[src/rtl/hazard_scoreboard_ctrl.sv]
// hazard_scoreboard_ctrl
// Hazard unit for a 5-stage RISC-V pipeline. It does three jobs:
//   - chooses the EX-stage forwarding source for each operand,
//   - stalls ID on load-use hazards and on scoreboard hazards,
//   - flushes the front of the pipe on a taken branch or jump.
// A NUM_SB-entry scoreboard tracks long-latency ops (divide, uncached
// load). These ops leave ID immediately and write the regfile later,
// at WB, signalled by i_lc_valid/i_lc_tag. A saturating counter records
// every cycle in which the PC was held.
//
// Ports
//   i_clk, i_rst                   clock, synchronous active-high reset
//   i_id_rs1/2, i_id_rs1/2_used    ID-stage sources and whether they are read
//   i_id_rd, i_id_regwrite         ID-stage destination
//   i_id_long                      ID instruction is a long-latency op
//   i_ex_rs1/2                     ID/EX sources, used for forwarding
//   i_ex_memread, i_ex_rd          ID/EX load and its destination
//   i_exmem_regwrite/rd            EX/MEM writeback information
//   i_memwb_regwrite/rd            MEM/WB writeback information
//   i_redirect                     taken branch or jump resolved in EX
//   i_lc_valid, i_lc_tag           a long op writes the regfile this cycle
//   o_fwd_a/b                      10 = EX/MEM, 01 = MEM/WB, 00 = regfile
//   o_write_pc, o_write_ifid       load enables for PC and IF/ID
//   o_flush_ifid, o_flush_idex     bubble insertion
//   o_issue_tag                    entry taken by the long op leaving ID
//   o_sb_busy                      valid bit of each scoreboard entry
//   o_sb_err                       sticky: completion to an idle tag
//   o_stall_cnt                    saturating count of cycles with PC held

module hazard_scoreboard_ctrl #(
   parameter int REG_AW = 5,
   parameter int NUM_SB = 4,
   parameter int TAG_W  = 2,
   parameter int CNT_W  = 16
) (
   input  logic              i_clk,
   input  logic              i_rst,
   input  logic [REG_AW-1:0] i_id_rs1,
   input  logic [REG_AW-1:0] i_id_rs2,
   input  logic              i_id_rs1_used,
   input  logic              i_id_rs2_used,
   input  logic [REG_AW-1:0] i_id_rd,
   input  logic              i_id_regwrite,
   input  logic              i_id_long,
   input  logic [REG_AW-1:0] i_ex_rs1,
   input  logic [REG_AW-1:0] i_ex_rs2,
   input  logic              i_ex_memread,
   input  logic [REG_AW-1:0] i_ex_rd,
   input  logic              i_exmem_regwrite,
   input  logic [REG_AW-1:0] i_exmem_rd,
   input  logic              i_memwb_regwrite,
   input  logic [REG_AW-1:0] i_memwb_rd,
   input  logic              i_redirect,
   input  logic              i_lc_valid,
   input  logic [TAG_W-1:0]  i_lc_tag,
   output logic [1:0]        o_fwd_a,
   output logic [1:0]        o_fwd_b,
   output logic              o_write_pc,
   output logic              o_write_ifid,
   output logic              o_flush_ifid,
   output logic              o_flush_idex,
   output logic [TAG_W-1:0]  o_issue_tag,
   output logic [NUM_SB-1:0] o_sb_busy,
   output logic              o_sb_err,
   output logic [CNT_W-1:0]  o_stall_cnt
);

   logic [NUM_SB-1:0] r_sb_valid;
   logic [REG_AW-1:0] r_sb_rd [NUM_SB];
   logic              r_sb_err;
   logic [CNT_W-1:0]  r_stall_cnt;

   logic              w_lu;
   logic              w_raw;
   logic              w_waw;
   logic              w_full;
   logic              w_stall;
   logic              w_issue;
   logic              w_any_free;
   logic [TAG_W-1:0]  w_free_idx;
   logic              w_lc_hit;

   // Forwarding. The EX/MEM test comes last, so it overrides a MEM/WB
   // match: the younger value wins. x0 is never forwarded.
   always_comb begin
      o_fwd_a = 2'b00;
      o_fwd_b = 2'b00;
      if (i_memwb_regwrite && (i_memwb_rd != '0) && (i_memwb_rd == i_ex_rs1)) o_fwd_a = 2'b01;
      if (i_memwb_regwrite && (i_memwb_rd != '0) && (i_memwb_rd == i_ex_rs2)) o_fwd_b = 2'b01;
      if (i_exmem_regwrite && (i_exmem_rd != '0) && (i_exmem_rd == i_ex_rs1)) o_fwd_a = 2'b10;
      if (i_exmem_regwrite && (i_exmem_rd != '0) && (i_exmem_rd == i_ex_rs2)) o_fwd_b = 2'b10;
   end

   assign w_lu = i_ex_memread && (i_ex_rd != '0) &&
                 ((i_id_rs1_used && (i_ex_rd == i_id_rs1)) ||
                  (i_id_rs2_used && (i_ex_rd == i_id_rs2)));

   // Scoreboard hazards use the registered entries only. An entry that
   // is completing this cycle still blocks, so its result is read one
   // cycle after WB, once it is safely in the regfile.
   always_comb begin
      w_raw = 1'b0;
      w_waw = 1'b0;
      for (int i = 0; i < NUM_SB; i++) begin
         if (r_sb_valid[i]) begin
            if (i_id_rs1_used && (i_id_rs1 != '0) && (r_sb_rd[i] == i_id_rs1)) w_raw = 1'b1;
            if (i_id_rs2_used && (i_id_rs2 != '0) && (r_sb_rd[i] == i_id_rs2)) w_raw = 1'b1;
            if (i_id_regwrite && (i_id_rd != '0) && (r_sb_rd[i] == i_id_rd))   w_waw = 1'b1;
         end
      end
   end

   assign w_full  = i_id_long && (&r_sb_valid);
   assign w_stall = w_lu || w_raw || w_waw || w_full;

   // Find the lowest free entry. The loop runs from the top entry down,
   // so the lowest free index is the last one written.
   always_comb begin
      w_free_idx = '0;
      w_any_free = 1'b0;
      for (int i = NUM_SB - 1; i >= 0; i--) begin
         if (!r_sb_valid[i]) begin
            w_free_idx = TAG_W'(i);
            w_any_free = 1'b1;
         end
      end
   end

   // A long op that writes x0 needs no tracking, so it never allocates.
   assign w_issue = i_id_long && i_id_regwrite && (i_id_rd != '0) &&
                    !w_stall && !i_redirect && w_any_free;

   // Completion is legal only for a valid entry. A tag outside
   // 0..NUM_SB-1 never matches, so it counts as an error.
   always_comb begin
      w_lc_hit = 1'b0;
      for (int i = 0; i < NUM_SB; i++) begin
         if (i_lc_tag == TAG_W'(i)) w_lc_hit = r_sb_valid[i];
      end
   end

   // Redirect outranks stall. The wrong-path instruction in ID is
   // discarded, so any hazard it raised no longer matters.
   always_comb begin
      o_write_pc   = 1'b1;
      o_write_ifid = 1'b1;
      o_flush_ifid = 1'b0;
      o_flush_idex = 1'b0;
      if (i_redirect) begin
         o_flush_ifid = 1'b1;
         o_flush_idex = 1'b1;
      end else if (w_stall) begin
         o_write_pc   = 1'b0;
         o_write_ifid = 1'b0;
         o_flush_idex = 1'b1;
      end
   end

   assign o_issue_tag = w_free_idx;
   assign o_sb_busy   = r_sb_valid;
   assign o_sb_err    = r_sb_err;
   assign o_stall_cnt = r_stall_cnt;

   // One entry can complete while another is allocated. A completion
   // clears only a valid entry, and allocation takes only a free one,
   // so the two writes never land on the same entry.
   always_ff @(posedge i_clk) begin
      if (i_rst) begin
         r_sb_valid  <= '0;
         for (int i = 0; i < NUM_SB; i++) r_sb_rd[i] <= '0;
         r_sb_err    <= 1'b0;
         r_stall_cnt <= '0;
      end else begin
         for (int i = 0; i < NUM_SB; i++) begin
            if (i_lc_valid && w_lc_hit && (i_lc_tag == TAG_W'(i))) r_sb_valid[i] <= 1'b0;
            if (w_issue && (w_free_idx == TAG_W'(i))) begin
               r_sb_valid[i] <= 1'b1;
               r_sb_rd[i]    <= i_id_rd;
            end
         end
         if (i_lc_valid && !w_lc_hit) r_sb_err <= 1'b1;
         if (!o_write_pc && (r_stall_cnt != '1)) r_stall_cnt <= r_stall_cnt + CNT_W'(1);
      end
   end

endmodule
[config.mk]
export PLATFORM = sky130hd
export DESIGN_NAME = hazard_scoreboard_ctrl
export DESIGN_NICKNAME = d
export VERILOG_FILES = /design/src/rtl/hazard_scoreboard_ctrl.sv
export SDC_FILE = /design/constraint.sdc
export NUM_CORES = 1
export LEC_CHECK = 0
export BUFFER_PORTS_ARGS = -buffer_cell sky130_fd_sc_hd__buf_2
export CAP_MARGIN = 20
export CORE_AREA = 2 2 116 118
export DETAILED_ROUTE_END_ITERATION = 7
export DIE_AREA = 0 0 118 120
export GPL_ROUTABILITY_DRIVEN = 0
export HOLD_SLACK_MARGIN = 0.06
export PLACE_DENSITY = 0.51
export SYNTH_ARGS = -nofsm -noshare
export SYNTH_HDL_FRONTEND = slang
export SYNTH_SLANG_ARGS = --single-unit
[constraint.sdc]
create_clock -name i_clk -period 3 [get_ports i_clk]
set_input_delay 0.45 -clock i_clk [delete_from_list [all_inputs] [get_ports i_clk]]
set_output_delay 0.45 -clock i_clk [all_outputs]
set_load 0.01 [all_outputs]
==> Word level (Yosys, flattened, before mapping) <==
Memories as Yosys holds them, arrays and structs flattened.
Index checks and enable logic that the tools add are counted.
W data, S select, Z words.
{ "classes": {"n_addsub": 1, "eq_ne": 25, "muxes": 67, "n_bitwise": 4, "n_reduce_logical": 63} }
{ "ops": {"columns": ["cell", "count"], "rows": [
  ["$eq A5 B5 Y1", 18],
  ["$mux W1", 57],
  ["$logic_and A1 B1 Y1", 42],
  ["$reduce_bool A5 Y1", 6],
  ["$mux W5", 4],
  ["$add A16 B1 Y16 const B", 1],
  ["$ne A16 B16 Y1 const B", 1],
  ["$mux W2", 6],
  ["$eq A2 B2 Y1 const B", 4],
  ["$reduce_bool A2 Y1", 4],
  ["$eq A2 B1 Y1 const B", 2],
  ["$logic_not A1 Y1", 4],
  ["$logic_not A2 Y1", 2],
  ["$logic_or A1 B1 Y1", 4],
  ["$or A1 B1 Y1", 4],
  ["$reduce_and A4 Y1", 1]
]} }
{ "word_totals": {"ff_bits": 21, "ramBits": 20, "input_bits": 53, "out_inout_bits": 31, "wordCells": 167, "n_memories": 1} }
{ "memory_table": {"columns": ["memory", "words", "word_bits", "rd", "rd_ports_with_merged_regs", "wr", "line", "rtl"], "rows": [
  ["r_sb_rd", 4, 5, 4, 0, 4, "69", "logic [REG_AW-1:0] r_sb_rd [NUM_SB];"]
]} }

==> Longest topological paths before layout <==
{ "depth": {"ltp_word": 27, "mapped_depth": 10, "mapped_depth_nobuf": 8} }

==> Worst setup path before layout <==
OpenSTA, ideal clock, no wires.
{ "synth_timing": {"path_type": "input to output", "start": "input port i_id_rs1[2]", "end": "output port o_write_pc", "arrival_ns": 2.378, "required_ns": 2.550, "setup_slack_ns": 0.172, "path_stages": 7, "path_buffers": 2, "path_cell_list": "buf_2 > or4_1 > o21ai_1 > o22ai_1 > a311o_2 > o21ai_0 > buf_4"} }
{ "synth_via": {"elab_chain_len": 20, "word_cells_on_any_way": 31, "cone_classes": "eq/ne: 5; mux: 14; reduce/logical: 12"} }
{ "synth_lines": {"columns": ["item", "line", "rtl"], "rows": [
  ["from (decl)", "38", "input logic [REG_AW-1:0] i_id_rs1,"],
  ["$reduce_bool A5 Y1", "106", "if (i_id_rs1_used && (i_id_rs1 != '0) && (r_sb_rd[i] == i_id_rs1)) w_raw = 1'b1;"],
  ["$logic_and A1 B1 Y1 (2 in series)", "106", null],
  ["$mux W1", "106", null],
  ["$mux W1", "107", "if (i_id_rs2_used && (i_id_rs2 != '0) && (r_sb_rd[i] == i_id_rs2)) w_raw = 1'b1;"],
  ["$mux W1", "105", "if (r_sb_valid[i]) begin"],
  ["$mux W1", "106", null],
  ["$mux W1", "107", null],
  ["$mux W1", "105", null],
  ["$mux W1", "106", null],
  ["$mux W1", "107", null],
  ["$mux W1", "105", null],
  ["$mux W1", "106", null],
  ["$mux W1", "107", null],
  ["$mux W1", "105", null],
  ["$logic_or A1 B1 Y1 * (3 in series)", "114", "assign w_stall = w_lu || w_raw || w_waw || w_full;"],
  ["$mux W1 * (2 in series)", null, null],
  ["to (decl)", "58", "output logic o_write_pc,"]
]} }
Mark *: on every way between the ends. The rest lies on a longest branch, timed or not.

==> Worst setup path after layout <==
{ "layout_timing": {"start": "input port i_id_rs1[3]", "end": "output port o_flush_idex"} }
{ "layout_via": {"elab_chain_len": 20, "word_cells_on_any_way": 31, "cone_classes": "eq/ne: 5; mux: 14; reduce/logical: 12"} }
{ "layout_lines": {"columns": ["item", "line", "rtl"], "rows": [
  ["$reduce_bool A5 Y1", "106", null],
  ["$logic_and A1 B1 Y1 (2 in series)", "106", null],
  ["$mux W1", "106", null],
  ["$mux W1", "107", null],
  ["$mux W1", "105", null],
  ["$mux W1", "106", null],
  ["$mux W1", "107", null],
  ["$mux W1", "105", null],
  ["$mux W1", "106", null],
  ["$mux W1", "107", null],
  ["$mux W1", "105", null],
  ["$mux W1", "106", null],
  ["$mux W1", "107", null],
  ["$mux W1", "105", null],
  ["$logic_or A1 B1 Y1 * (3 in series)", "114", null],
  ["$mux W1 *", "152", "end else if (w_stall) begin"],
  ["$mux W1 *", "149", "if (i_redirect) begin"],
  ["to (decl)", "61", "output logic o_flush_idex,"]
]} }
Marked as above.

==> impl_metrics.json <==
{
  "run_status": "complete, no violations",
  "io_pins": 84,
  "crit_buf_inv": 3,
  "crit_slowest_cell": "or4_1",
  "drv_cap": 0,
  "antennaDiodeCount": 0,
  "clk_pin_slew_ns": 0.06,
  "hp-class": "reg -> reg",
  "placed_cells": 598,
  "port_buffers": 83,
  "start_util_pct": 24.5,
  "syn_inst": 361,
  "grt_first_pass_wirelength_mm": 15.5,
  "synthAdderAreaFrac_pct": 0.393,
  "cpPeakStageDelay_ns": 0.47,
  "crit_top_cell": "buf_2",
  "drtIter0Drc": 193,
  "routed_wl_mm": 9.33,
  "synth-xor-area-share_pct": 24.8,
  "cp.depth": 8,
  "fin_skew_ns": 0.00920,
  "total_power_uw": 1460,
  "dp_hpwl_mm": 7.31,
  "drc": 0,
  "cts_sinks": 41,
  "synth_top_family_by_area": "simple AND/OR/NAND/NOR gates",
  "final_cell_mix": "83 x buf_2, 70 x xor2_1",
  "cts_tree": "yes",
  "worstMarginPinSlew_ns": 0.599,
  "ant_nets": 0,
  "period_minus_slack_ns": 2.84,
  "syn_area_per_cell_um2": 8.82,
  "antenna_found_initial": 0,
  "start_kind": "primary input",
  "p_leak_uw": 0.00159,
  "min_to": "o_sb_err$_SDFFE_PP0P_",
  "synth-compound-area-share_pct": 9.24,
  "via_count": 2973,
  "hold_buffers": 0,
  "ys_ff_latch": 41,
  "avgViaCountPerCell": 4.91,
  "nets": 483,
  "core_area_um2": 13000,
  "syn_area_um2": 3180,
  "track_usage_pct": 13.4,
  "slew_violations": 0,
  "clock_latency_ns": 0.28,
  "fp-row-count": 42,
  "ctsResizeCount": 0,
  "grt_max_degree": 34,
  "ys_seq_area_share_pct": 32.1,
  "vdd_drop_max_mv": 0.225,
  "period_share_pct": 94.7,
  "r2r-start": "r_sb_rd[2][4]$_SDFFCE_PN0P_",
  "muxShareOfSynthArea_pct": 2.20,
  "crit_path_cell_trace": "buf_2 -> or4_1 -> o21ai_1 -> o22ai_1 -> a311o_2 -> nor3_4 -> inv_2 -> buf_2",
  "r2r_cells": 9,
  "fmax_ghz": 0.352,
  "root_buffer": "clkbuf_16",
  "crit_start": "i_id_rs1[3]",
  "reg2reg_slack_ns": 0.43,
  "fillers": 1445,
  "synth-main-ff-cell": "dfxtp_1",
  "postSynth.asyncResetShare_pct": 0,
  "finalHoldViolCount": 0,
  "routedWlPerCell_um": 15.4,
  "synth_warnings": 0,
  "die_area_um2": 14200,
  "final_cell_count_no_fill": 606,
  "power_density_nw_per_um2": 377,
  "syn_nets": 415,
  "worstPathRequired_ns": 2.55,
  "grt_pass1_vias": 2999,
  "rsz0062_at_grt": "no",
  "synthSimpleGateAreaFrac_pct": 25.8,
  "final_common_cell": "buf_2",
  "setup_tns_ns": 0,
  "die_h_um": 120,
  "path_class": "in -> out",
  "area_growth_pct": 21.9,
  "synth_edf_count": 20,
  "cts_setup_buffers": 0,
  "fin_area_um2": 3880,
  "cts_buffers": 5,
  "grt_overflow": 0,
  "crit_arrival_ns": 2.39,
  "crit_family": "simple AND/OR/NAND/NOR gates",
  "hold_depth": 2,
  "netlist-cell-type-count": 53,
  "dpl_cell_area_um2": 3710,
  "relSlewSlack_pct": 60.1,
  "htreeDepth": 2,
  "clk_path_buf_depth": 2,
  "cp-end-kind": "output port",
  "drive_gt1_share_pct": 24.4,
  "cp_max_fo": 7,
  "hold_start": "o_sb_err$_SDFFE_PP0P_",
  "r2r_end": "o_stall_cnt[6]$_SDFFE_PP0P_",
  "fp.dieW_um": 118,
  "drtPass1Iterations": 4,
  "setup-violations-final": 0
}
worst max path at each step:
| stage | to | slack (ns) |
|---|---|---|
| after global routing | o_flush_idex | 0.09 |
| after detailed placement | o_write_pc | 0.1 |
| after global placement | o_write_pc | 0.13 |
| final | o_flush_idex | 0.16 |
| after CTS | o_write_pc | 0.09 |
| after floorplan | o_write_pc | 0.17 |
power breakdown:
| part | internal (uW) | total [uW] | switching (uW) |
|---|---|---|---|
| clock network | 389 | 607 | 217 |
| logic | 102 | 235 | 134 |
| registers | 600 | 621 | 20.5 |
through the flow:
step / hold WS (ns) / utilization (%) / setup WS (ns)
2_1_floorplan: 0.498 / - / 0.172
3_3_place_gp: 0.452 / 28.6 / 0.130
3_5_place_dp: 0.461 / 28.6 / 0.0971
4_1_cts: 0.476 / 29.9 / 0.0863
5_1_grt: 0.525 / 29.9 / 0.0881
6_report: 0.466 / 29.9 / 0.158
per-layer routing:
metal / GRT usage, % / part of all wire, % / vias to the layer above
li1: - / - / 1429
met1: 17.6 / 46 / 1413
met2: 22.6 / 46 / 123
met3: 2.66 / 6.5 / 8
met4: 3.31 / 1.1 / 0
met5: 0 / 0 / -
sequential cells by signal, summed over array words and instances (netlist names):
signal,flops
o_sb_busy,4
r_sb_rd,20
o_stall_cnt,16
o_sb_err,1
worst reg2reg max path: cells and delay by family, from the launching register on:
kind	cells	cell delay, ns
AOI/OAI and AO/OA	3	0.63
xor gates and xnor gates	1	0.18
buffers and inverters	1	0.18
DFF	1	0.47
and+or+nand+nor	4	1.05
cell usage after synthesis (2+ instances only):
master | instances | area [um^2]
edfxtp_1 | 20 | 601
nand2_1 | 15 | 56.3
nor2_1 | 21 | 78.8
o41ai_1 | 3 | 26.3
nor3_1 | 10 | 50.1
dfxtp_1 | 21 | 420
or4b_1 | 3 | 30.0
nand4_1 | 5 | 31.3
or4_1 | 14 | 105
buf_2 | 9 | 45.0
nand2b_1 | 5 | 31.3
nor4_1 | 21 | 131
buf_6 | 2 | 22.5
a21o_1 | 3 | 22.5
nor2b_1 | 4 | 25.0
nand3b_1 | 4 | 30.0
nand3_1 | 21 | 105
and3b_1 | 2 | 17.5
clkbuf_1 | 11 | 41.3
and3_1 | 9 | 56.3
buf_4 | 3 | 22.5
o21ai_0 | 7 | 35.0
a21oi_1 | 14 | 70.1
inv_1 | 10 | 37.5
xor2_1 | 70 | 613
xnor2_1 | 20 | 175
o31ai_1 | 8 | 60.1
cells by family after synthesis:
family	after synthesis
simple gates	142
mux	5
compound gates	45
buf+inv	37
fa+ha+maj	1
flops	41
xor+xnor	90
final cells by class:
cell class | count | area (um^2) | share of cell area, %
Tap cell | 176 | 220 | 5.68
Sequential cell | 41 | 1020 | 26.3
Inverter | 11 | 41.3 | 1.06
Multi-Input combinational cell | 283 | 1990 | 51.2
Clock inverter | 3 | 41.3 | 1.06
Timing Repair Buffer | 87 | 445 | 11.5
Clock buffer | 5 | 125 | 3.22
(Power assumes the default switching activity.)
